==> config.mk <==
export PLATFORM = sky130hd
export DESIGN_NAME = axis_to_axi4_writer
export DESIGN_NICKNAME = d
export VERILOG_FILES = /design/src/rtl/axis_to_axi4_writer_pkg.sv /design/src/rtl/burst_len_fifo.sv /design/src/rtl/axis_to_axi4_writer.sv
export SDC_FILE = /design/constraint.sdc
export NUM_CORES = 1
export LEC_CHECK = 0
export ABC_AREA = 1
export CAP_MARGIN = 20
export CORE_AREA = 3 3 497 499
export DETAILED_ROUTE_END_ITERATION = 10
export DIE_AREA = 0 0 500 502
export MAX_ROUTING_LAYER = met4
export PLACE_DENSITY = 0.3
export SETUP_SLACK_MARGIN = 0.1
export SLEW_MARGIN = 25
export SYNTH_ARGS = -nofsm -noshare
export SYNTH_HDL_FRONTEND = slang
export SYNTH_SLANG_ARGS = --single-unit
==> constraint.sdc <==
create_clock -name clk -period 10.6 [get_ports clk]
set_input_delay 1.59 -clock clk [delete_from_list [all_inputs] [get_ports clk]]
set_output_delay 1.59 -clock clk [all_outputs]
set_load 0.005 [all_outputs]
==> src/rtl/axis_to_axi4_writer_pkg.sv <==
// Shared AXI4 constants, AW FSM state type and a size helper for the stream-to-AXI4 writer.
package axi4_defs;

    localparam logic [1:0] AXI_BURST_INCR    = 2'b01;
    localparam logic [1:0] AXI_RESP_OKAY     = 2'b00;
    localparam logic [3:0] AXI_CACHE_DEFAULT = 4'b0011;

    typedef enum logic [1:0] {
        AW_IDLE,
        AW_ISSUE,
        AW_WAIT
    } aw_state_t;

    // AxSIZE encoding for a beat of n bytes (n a power of two, 1..128)
    function automatic logic [2:0] log2_bytes(input int unsigned n);
        logic [2:0] r;
        r = '0;
        for (int unsigned i = 0; i < 8; i++) begin
            if ((32'd1 << i) == n) r = 3'(i);
        end
        return r;
    endfunction

endpackage

==> src/rtl/burst_len_fifo.sv <==
// First-word-fall-through FIFO carrying accepted AWLEN values to the W path.
module burst_len_fifo #(
    parameter int DEPTH = 4,
    parameter int WIDTH = 8
) (
    input  logic             clk,
    input  logic             reset,
    input  logic             push,
    input  logic [WIDTH-1:0] din,
    input  logic             pop,
    output logic [WIDTH-1:0] dout,
    output logic             empty,
    output logic             full
);

    localparam int PW = (DEPTH > 1) ? $clog2(DEPTH) : 1;
    localparam int CW = $clog2(DEPTH + 1);

    logic [WIDTH-1:0] mem [DEPTH];
    logic [PW-1:0]    wr_ptr;
    logic [PW-1:0]    rd_ptr;
    logic [CW-1:0]    count;
    logic             do_push;
    logic             do_pop;

    function automatic logic [PW-1:0] next_ptr(input logic [PW-1:0] p);
        return (p == PW'(DEPTH - 1)) ? '0 : p + 1'b1;
    endfunction

    assign do_push = push & ~full;
    assign do_pop  = pop & ~empty;
    assign dout    = mem[rd_ptr];
    assign empty   = (count == '0);
    assign full    = (count == CW'(DEPTH));

    // storage write; contents need no reset since count gates visibility
    always_ff @(posedge clk) begin
        if (do_push) mem[wr_ptr] <= din;
    end

    // pointer and occupancy tracking
    always_ff @(posedge clk or posedge reset) begin
        if (reset) begin
            wr_ptr <= '0;
            rd_ptr <= '0;
            count  <= '0;
        end else begin
            if (do_push) wr_ptr <= next_ptr(wr_ptr);
            if (do_pop)  rd_ptr <= next_ptr(rd_ptr);
            case ({do_push, do_pop})
                2'b10:   count <= count + 1'b1;
                2'b01:   count <= count - 1'b1;
                default: count <= count;
            endcase
        end
    end

endmodule

==> src/rtl/axis_to_axi4_writer.sv <==
// Write-only AXI4 master draining an AXI-Stream into memory as INCR bursts.
module axis_to_axi4_writer
    import axi4_defs::*;
#(
    parameter int DW              = 512,
    parameter int AW              = 64,
    parameter int IW              = 5,
    parameter int BURST_BEATS     = 64,
    parameter int MAX_OUTSTANDING = 4
) (
    input  logic            clk,
    input  logic            reset,
    input  logic            start,
    input  logic [AW-1:0]   dst_addr,
    input  logic [31:0]     beat_count,
    output logic            busy,
    output logic            done,
    output logic            error,
    input  logic [DW-1:0]   axis_tdata,
    input  logic            axis_tvalid,
    output logic            axis_tready,
    output logic [AW-1:0]   M_AXI_AWADDR,
    output logic [7:0]      M_AXI_AWLEN,
    output logic [2:0]      M_AXI_AWSIZE,
    output logic [IW-1:0]   M_AXI_AWID,
    output logic [1:0]      M_AXI_AWBURST,
    output logic            M_AXI_AWLOCK,
    output logic [3:0]      M_AXI_AWCACHE,
    output logic [3:0]      M_AXI_AWQOS,
    output logic [2:0]      M_AXI_AWPROT,
    output logic            M_AXI_AWVALID,
    input  logic            M_AXI_AWREADY,
    output logic [DW-1:0]   M_AXI_WDATA,
    output logic [DW/8-1:0] M_AXI_WSTRB,
    output logic            M_AXI_WLAST,
    output logic            M_AXI_WVALID,
    input  logic            M_AXI_WREADY,
    input  logic [1:0]      M_AXI_BRESP,
    input  logic            M_AXI_BVALID,
    output logic            M_AXI_BREADY
);

    localparam int          BYTES     = DW / 8;
    localparam int          OW        = $clog2(MAX_OUTSTANDING + 1);
    localparam logic [31:0] BURST_MAX = 32'(BURST_BEATS);

    aw_state_t     aw_state, aw_next;
    logic [AW-1:0] aw_addr;
    logic [31:0]   aw_remain;
    logic [31:0]   b_remain;
    logic [OW-1:0] outstanding;
    logic [31:0]   aw_beats;
    logic [31:0]   b_beats;
    logic          start_ok;
    logic          issue_ok;
    logic          aw_hs;
    logic          b_hs;
    logic          b_last;

    logic          fifo_pop;
    logic [7:0]    fifo_dout;
    logic          fifo_empty;
    logic          fifo_full;
    logic          w_active;
    logic [7:0]    w_len;
    logic [7:0]    w_idx;
    logic          w_hs;

    assign start_ok = start & ~busy;
    assign aw_beats = (aw_remain > BURST_MAX) ? BURST_MAX : aw_remain;
    // bursts are all full-size except the tail, so the B being retired is min(b_remain, max)
    assign b_beats  = (b_remain > BURST_MAX) ? BURST_MAX : b_remain;
    assign issue_ok = (aw_remain != '0) & (outstanding < OW'(MAX_OUTSTANDING)) & ~fifo_full;
    assign aw_hs    = M_AXI_AWVALID & M_AXI_AWREADY;
    assign b_hs     = M_AXI_BVALID & M_AXI_BREADY;
    assign b_last   = b_hs & (b_remain <= BURST_MAX);

    assign M_AXI_AWADDR  = aw_addr;
    assign M_AXI_AWLEN   = 8'(aw_beats - 32'd1);
    assign M_AXI_AWSIZE  = log2_bytes(BYTES);
    assign M_AXI_AWID    = '0;
    assign M_AXI_AWBURST = AXI_BURST_INCR;
    assign M_AXI_AWLOCK  = 1'b0;
    assign M_AXI_AWCACHE = AXI_CACHE_DEFAULT;
    assign M_AXI_AWQOS   = '0;
    assign M_AXI_AWPROT  = '0;
    assign M_AXI_BREADY  = busy;

    assign fifo_pop     = ~w_active & ~fifo_empty;
    assign M_AXI_WVALID = axis_tvalid & w_active;
    assign axis_tready  = M_AXI_WREADY & w_active;
    assign M_AXI_WDATA  = axis_tdata;
    assign M_AXI_WSTRB  = '1;
    assign M_AXI_WLAST  = w_active & (w_idx == w_len);
    assign w_hs         = M_AXI_WVALID & M_AXI_WREADY;

    burst_len_fifo #(
        .DEPTH (MAX_OUTSTANDING),
        .WIDTH (8)
    ) u_len_fifo (
        .clk   (clk),
        .reset (reset),
        .push  (aw_hs),
        .din   (M_AXI_AWLEN),
        .pop   (fifo_pop),
        .dout  (fifo_dout),
        .empty (fifo_empty),
        .full  (fifo_full)
    );

    // AW FSM state register
    always_ff @(posedge clk or posedge reset) begin
        if (reset) aw_state <= AW_IDLE;
        else       aw_state <= aw_next;
    end

    // AW FSM next state and AWVALID; fields only move on handshake so they hold while valid
    always_comb begin
        aw_next       = aw_state;
        M_AXI_AWVALID = 1'b0;
        case (aw_state)
            AW_IDLE: begin
                if (start_ok && beat_count != '0) aw_next = AW_WAIT;
            end
            AW_WAIT: begin
                if (aw_remain == '0) aw_next = AW_IDLE;
                else if (issue_ok)   aw_next = AW_ISSUE;
            end
            AW_ISSUE: begin
                M_AXI_AWVALID = 1'b1;
                if (M_AXI_AWREADY) aw_next = (aw_remain == aw_beats) ? AW_IDLE : AW_WAIT;
            end
            default: aw_next = AW_IDLE;
        endcase
    end

    // address, remaining-beat and outstanding-burst bookkeeping
    always_ff @(posedge clk or posedge reset) begin
        if (reset) begin
            aw_addr     <= '0;
            aw_remain   <= '0;
            b_remain    <= '0;
            outstanding <= '0;
        end else begin
            if (start_ok) begin
                aw_addr   <= dst_addr;
                aw_remain <= beat_count;
                b_remain  <= beat_count;
            end else begin
                if (aw_hs) begin
                    aw_addr   <= aw_addr + AW'(aw_beats * 32'(BYTES));
                    aw_remain <= aw_remain - aw_beats;
                end
                if (b_hs) b_remain <= b_remain - b_beats;
            end
            case ({aw_hs, b_hs})
                2'b10:   outstanding <= outstanding + 1'b1;
                2'b01:   outstanding <= outstanding - 1'b1;
                default: outstanding <= outstanding;
            endcase
        end
    end

    // busy/done/error; start is only taken while idle and B only while busy, so they never collide
    always_ff @(posedge clk or posedge reset) begin
        if (reset) begin
            busy  <= 1'b0;
            done  <= 1'b0;
            error <= 1'b0;
        end else begin
            done <= 1'b0;
            if (start_ok) begin
                error <= 1'b0;
                if (beat_count == '0) done <= 1'b1;
                else                  busy <= 1'b1;
            end
            if (b_hs) begin
                if (M_AXI_BRESP != AXI_RESP_OKAY) error <= 1'b1;
                if (b_last) begin
                    done <= 1'b1;
                    busy <= 1'b0;
                end
            end
        end
    end

    // W burst tracking: load a length from the FIFO, count beats, end on WLAST handshake
    always_ff @(posedge clk or posedge reset) begin
        if (reset) begin
            w_active <= 1'b0;
            w_len    <= '0;
            w_idx    <= '0;
        end else if (w_hs) begin
            if (M_AXI_WLAST) w_active <= 1'b0;
            else             w_idx    <= w_idx + 1'b1;
        end else if (fifo_pop) begin
            w_active <= 1'b1;
            w_len    <= fifo_dout;
            w_idx    <= '0;
        end
    end

endmodule

# [Yosys cells after proc, flatten, opt, wreduce, memory -nomap -nowiden]
# Memories as Yosys holds them, arrays and structs flattened. A register that Yosys moved wholly into a read port is not among the register bits.
# Index checks and enable logic that the tools add are counted.
[classes] n_reduce_logical=17 n_eq_ne=16 n_bitwise=18 n_addsub=11 n_mux=38 magnitude_cmp=4
[op_table] operator="$mux 32" count=6
[op_table] operator="$mux 64" count=2
[op_table] operator="$add 64x38->64" count=1
[op_table] operator="$gt 32x7->1 const B" count=2
[op_table] operator="$logic_not 32->1" count=2
[op_table] operator="$reduce_bool 32->1" count=2
[op_table] operator="$sub 32x32->32" count=2
[op_table] operator="$eq 32x32->1" count=1
[op_table] operator="$le 32x7->1 const B" count=1
[op_table] operator="$mux 8" count=3
[op_table] operator="$mux 1" count=17
[op_table] operator="$mux 2" count=7
[op_table] operator="$and 1x1->1" count=13
[op_table] operator="$pmux 3 s2" count=2
[op_table] operator="$reduce_bool 2->1" count=6
[op_table] operator="$eq 2x2->1 const B" count=5
[op_table] operator="$add 8x1->8 const B" count=1
[op_table] operator="$eq 8x8->1" count=1
[op_table] operator="$ne 2x2->1 const B" count=4
[op_table] operator="$sub 8x1->8 const B" count=1
[op_table] operator="$add 3x1->3 const B" count=2
[op_table] operator="$eq 2x1->1 const B" count=3
[op_table] operator="$pmux 2 s3" count=1
[op_table] operator="$reduce_and 2->1" count=3
[op_table] operator="10 further kinds" count=16
[totals] mem_count=1 mem_bits_rw=32 in_bits=617 regBits=152 word_cells=118 output_inout_bits=678
[memory_table] memory="u_len_fifo.mem" depth=4 width=8 rd=1 rd_ports_with_merged_regs=1 wr=1 line="burst_len_fifo.sv:19" text="logic [WIDTH-1:0] mem [DEPTH];"

# [Logic depth before layout (Yosys ltp)]
[depth] word_depth=6 depth_mapped=25 depth_no_buf=24

# [Hierarchy]
# A second synthesis with hierarchy kept.
[hier_totals] cells_unflattened=2595 hier_area_um2=18152.4
[by_module_without_submodules] mod="axis_to_axi4_writer" seq_area_each_um2=3828.7 area_each_um2=16379.5 cells_per_inst=2440 n_inst=1
[by_module_without_submodules] mod="burst_len_fifo" seq_area_each_um2=1136.1 area_each_um2=1773.0 cells_per_inst=155 n_inst=1

# [Least setup slack after synthesis]
# No wires, ideal clock.
[synth_path] path_type="reg-to-output" start="reg aw_remain[12]" end="out M_AXI_AWLEN[6]" stages_incl_launch_ff=12 t_required_ns=9.010 path_buffers=1 slack_ns=6.912 t_arrival_ns=2.098 cell_sequence="dfrtp_1 -> nor2_1 -> nand2_1 -> nor3_4 -> nand3_4 -> buf_6 -> nor2_1 -> inv_1 -> ha_1 -> nand3b_1 -> nor3_2 -> xor2_1"
[synth_via] elab_chain_len=3
[synth_rtl] item="start, declared" line="axis_to_axi4_writer.sv:49" text="logic [31:0] aw_remain;"
[synth_rtl] item="start signal, assigned" line="axis_to_axi4_writer.sv:147" text="aw_remain <= beat_count;"
[synth_rtl] item="start signal, assigned" line="axis_to_axi4_writer.sv:152" text="aw_remain <= aw_remain - aw_beats;"
[synth_rtl] item="$gt 32x7->1" line="axis_to_axi4_writer.sv:70" text="assign aw_beats = (aw_remain > BURST_MAX) ? BURST_MAX : aw_remain;"
[synth_rtl] item="$mux 32" line="axis_to_axi4_writer.sv:70"
[synth_rtl] item="$sub 8x1->8" line="axis_to_axi4_writer.sv:79" text="assign M_AXI_AWLEN = 8'(aw_beats - 32'd1);"
[synth_rtl] item="end, declared" line="axis_to_axi4_writer.sv:23" text="output logic [7:0] M_AXI_AWLEN,"
# No other way between the ends.

# [Worst setup path after layout]
[layout_path] start="reg aw_remain[14]" end="out M_AXI_AWLEN[4]"
# The elaborated chain is that of the path after synthesis.

==> results.cfg <==
[status]
run_status = finished, final reports clean

[placement]
numPortBuffers = 184
dpl-instance-area_um2 = 19800
gp_routability_congestion = 0.855
post-dp-hpwl_um = 114000

[floorplanning]
chipWidth_um = 500
rows = 181
design.die.area_um2 = 251000
die_span_y_um = 502
core_area_um2 = 243000
io_pins = 1295
start_util_pct = 7.44

[cts]
numClockSinks = 192
post_cts_buffers = 0
cts_max_path_buffers = 2
cts.repair.resized = 0
cts_hold_buf = 0
cts_tree = yes
tritoncts.num_buffers = 17
worst_skew_pair.late_latency_ps = 530
cts_root_buffer = clkbuf_16
htree_levels = 4
worst_setup_hold_path_clk_slew_ps = 100

[cells_and_area]
flow.area_growth_from_synthesis_pct = 13.0
final_common_cell = nand2_1
final_design_area_no_fill_um2 = 20400
layout-drive-gt1-share_pct = 5.06
fillCellCount = 28600
most-common-layout-cells = nand2_1, inv_1, nor2_1, clkdlybuf4s50_1, nand3_1
fin_nets = 2903

[synth]
syn_inst = 2558
synth.yosys.warnings = 0
yosysTopAreaCellShare_pct = 24.9
synth_edf_count = 32
synth.avg_cell_area_um2 = 7.07
post_synth_instance_area_um2 = 18100
synthFlopType = dfrtp_1
postSynthRegisterBits = 192
synth-seq-area-share_pct = 27.5
synth_area_leader_cell = buf_4
yosys-top-cells-area = buf_4, dfrtp_1, nand2_1
synth_async_sr_flop_share_pct = 83.3
synth.distinct_cells = 54

[critical_path]
worstPathCellList = nor2_1 > nand2_1 > nor3_4 > nand3_4 > nor2_1 > inv_1 > ha_1 > nand3b_1 > xor2_1 > clkdlybuf4s50_1
worst_path_max_delay_cell = clkdlybuf4s50_1
critical_path.n_buffers_inverters = 2
worst_setup_path_start_kind = flip-flop
crit_arrival_ps = 3900
timing.critical_path.to_type = primary output
timing.critical_path.mode_cell = nor2_1
worst-endpoint-required_ps = 9010
crit_fanout = 16
crit_family = simple AND/OR/NAND/NOR gates
crit_path_max_incr_delay_ps = 670
critical_path_class = flip-flop to primary output

[sta]
grt_setup_unrepaired = false
max_freq_mhz = 182
fin_crit_sh_pct = 51.8
report.final.setup_viol = 0
slew_headroom_pct = 36.4
timing.final.hold_violations = 0
slew_at_the_pin_closest_to_its_max_slew_limit_ps = 950
fin_worst_skew_ps = 28.0
layout_min_cycle_time_ps = 5490
aggregate_negative_setup_slack_ps = 0
timing_max_transition_violations_final = 0

[drt]
drt_drc_violations_left = 0
post_drt_wl_per_cell_um = 23.6
vias = 15000
final_antenna_net_count = 0
drtPass1Iterations = 6
initialDrtViolationCount = 941
via_per_inst = 2.75
detail_route.wirelength_um = 129000

[global_routing]
largest_net_degree_at_the_start_of_global_routing = 68
vias_in_the_first_global_route = 14800
grt_pass1_wl_um = 162000
grt-ovfl-total = 0
grtUsageTotal_pct = 10.2
grt_antenna_before_repair = 12

[hold_path]
hold_path.class = flip-flop to flip-flop

[power_and_ir_drop]
power-per-cell-area_nw_per_um2 = 205
vdd.ir_drop.worst_v = 0.000134
power.static_leakage_nw = 7.61
fin_total_pwr_mw = 4.19

[job]
max-cap-violations = 0
==> cells by family (layout without fill, tap and decap cells) <==
kind of cell               count (synthesis)  count (layout)  synth area share, %
and+or+nand+nor                         1041            1041                 25.1
xor gates and xnor gates                  54              54                 2.62
adders and majority gates                 46              46                 3.31
AOI/OAI and AO/OA                        302             302                 9.79
other                                      2             117               0.0415
buffers and inverters                    921             505                 31.7
DFF                                      192             192                 27.5
==> power by group <==
part           switching (mW)  leakage, nW  total (mW)  internal (mW)
Clock                   0.393        0.307       0.749          0.356
Sequential              0.306         2.20        1.29          0.980
Combinational            1.38         5.10        2.15          0.775
Total                    2.08         7.61        4.19           2.11
==> flip-flops by register name (all words and copies together) (netlist names), 2 cells and up <==
| name | flops |
|---|---|
| aw_state | 2 |
| outstanding | 3 |
| w_len | 8 |
| aw_remain | 32 |
| u_len_fifo.wr_ptr | 2 |
| b_remain | 32 |
| u_len_fifo.mem | 32 |
| u_len_fifo.count | 3 |
| w_idx | 8 |
| u_len_fifo.rd_ptr | 2 |
| M_AXI_AWADDR | 64 |
==> through the flow <==
stage	cells	util [%]	worst slack, ps	hold slack, ps
floorplan	2669	-	4690	446
global placement	5423	8.14	5230	467
detailed placement	5423	8.14	5250	467
CTS	5455	8.40	4900	484
global route	5458	8.40	4740	523
finish	5459	8.40	5110	478
==> layout make-up <==
type	count	area, um^2	share of cell area, %
diodes	4	10.0	0.0490
clock buffers	19	454	2.22
clock inverters	13	180	0.882
inverters	279	1050	5.16
multi-input cells	1556	7840	38.4
flip-flops and latches	192	4960	24.3
well taps	3202	4010	19.6
repair buffers	194	1920	9.39
==> per-layer routing <==
layer / wire length, um / vias to the layer above / GRT usage (%)
li1: - / 6891 / -
met4: 3950 / 0 / 3.01
met1: 39100 / 6864 / 8.77
met2: 57700 / 999 / 15.5
met3: 28200 / 276 / 9.91
met5: 0 / - / -
==> worst paths after layout <==
kind / start / to / slack (ps) / depth (start not counted)
worst max-delay path: aw_remain[14] / M_AXI_AWLEN[4] / 5110 / 10
worst min-delay path: outstanding[0] / outstanding[0] / 480 / 1
worst max register to register: aw_remain[14] / M_AXI_AWADDR[35] / 6400 / 15
worst min register to register: outstanding[0] / outstanding[0] / 480 / 1
max in group asynchronous: reset / M_AXI_AWADDR[33] / 7660 / 3
min in group asynchronous: reset / b_remain[29] / 1690 / 2
==> Yosys cell counts, types with 6 or more instances <==
cell	n
buf_1	8
a22o_1	6
nand4_1	45
nand3_1	168
o21bai_1	13
a21oi_1	68
nand2_1	502
o21ai_0	129
nor4_1	14
nor2_1	224
buf_4	600
edfxtp_1	32
inv_2	21
nor2_2	12
nor3_1	42
inv_1	255
o211ai_1	39
o221ai_1	6
xnor2_1	15
o21ai_1	8
a31oi_1	13
o22ai_1	6
ha_1	43
xor2_1	39
clkbuf_1	28
nand2_2	10
dfrtp_1	160
Power figures use the tool's default switching activity.
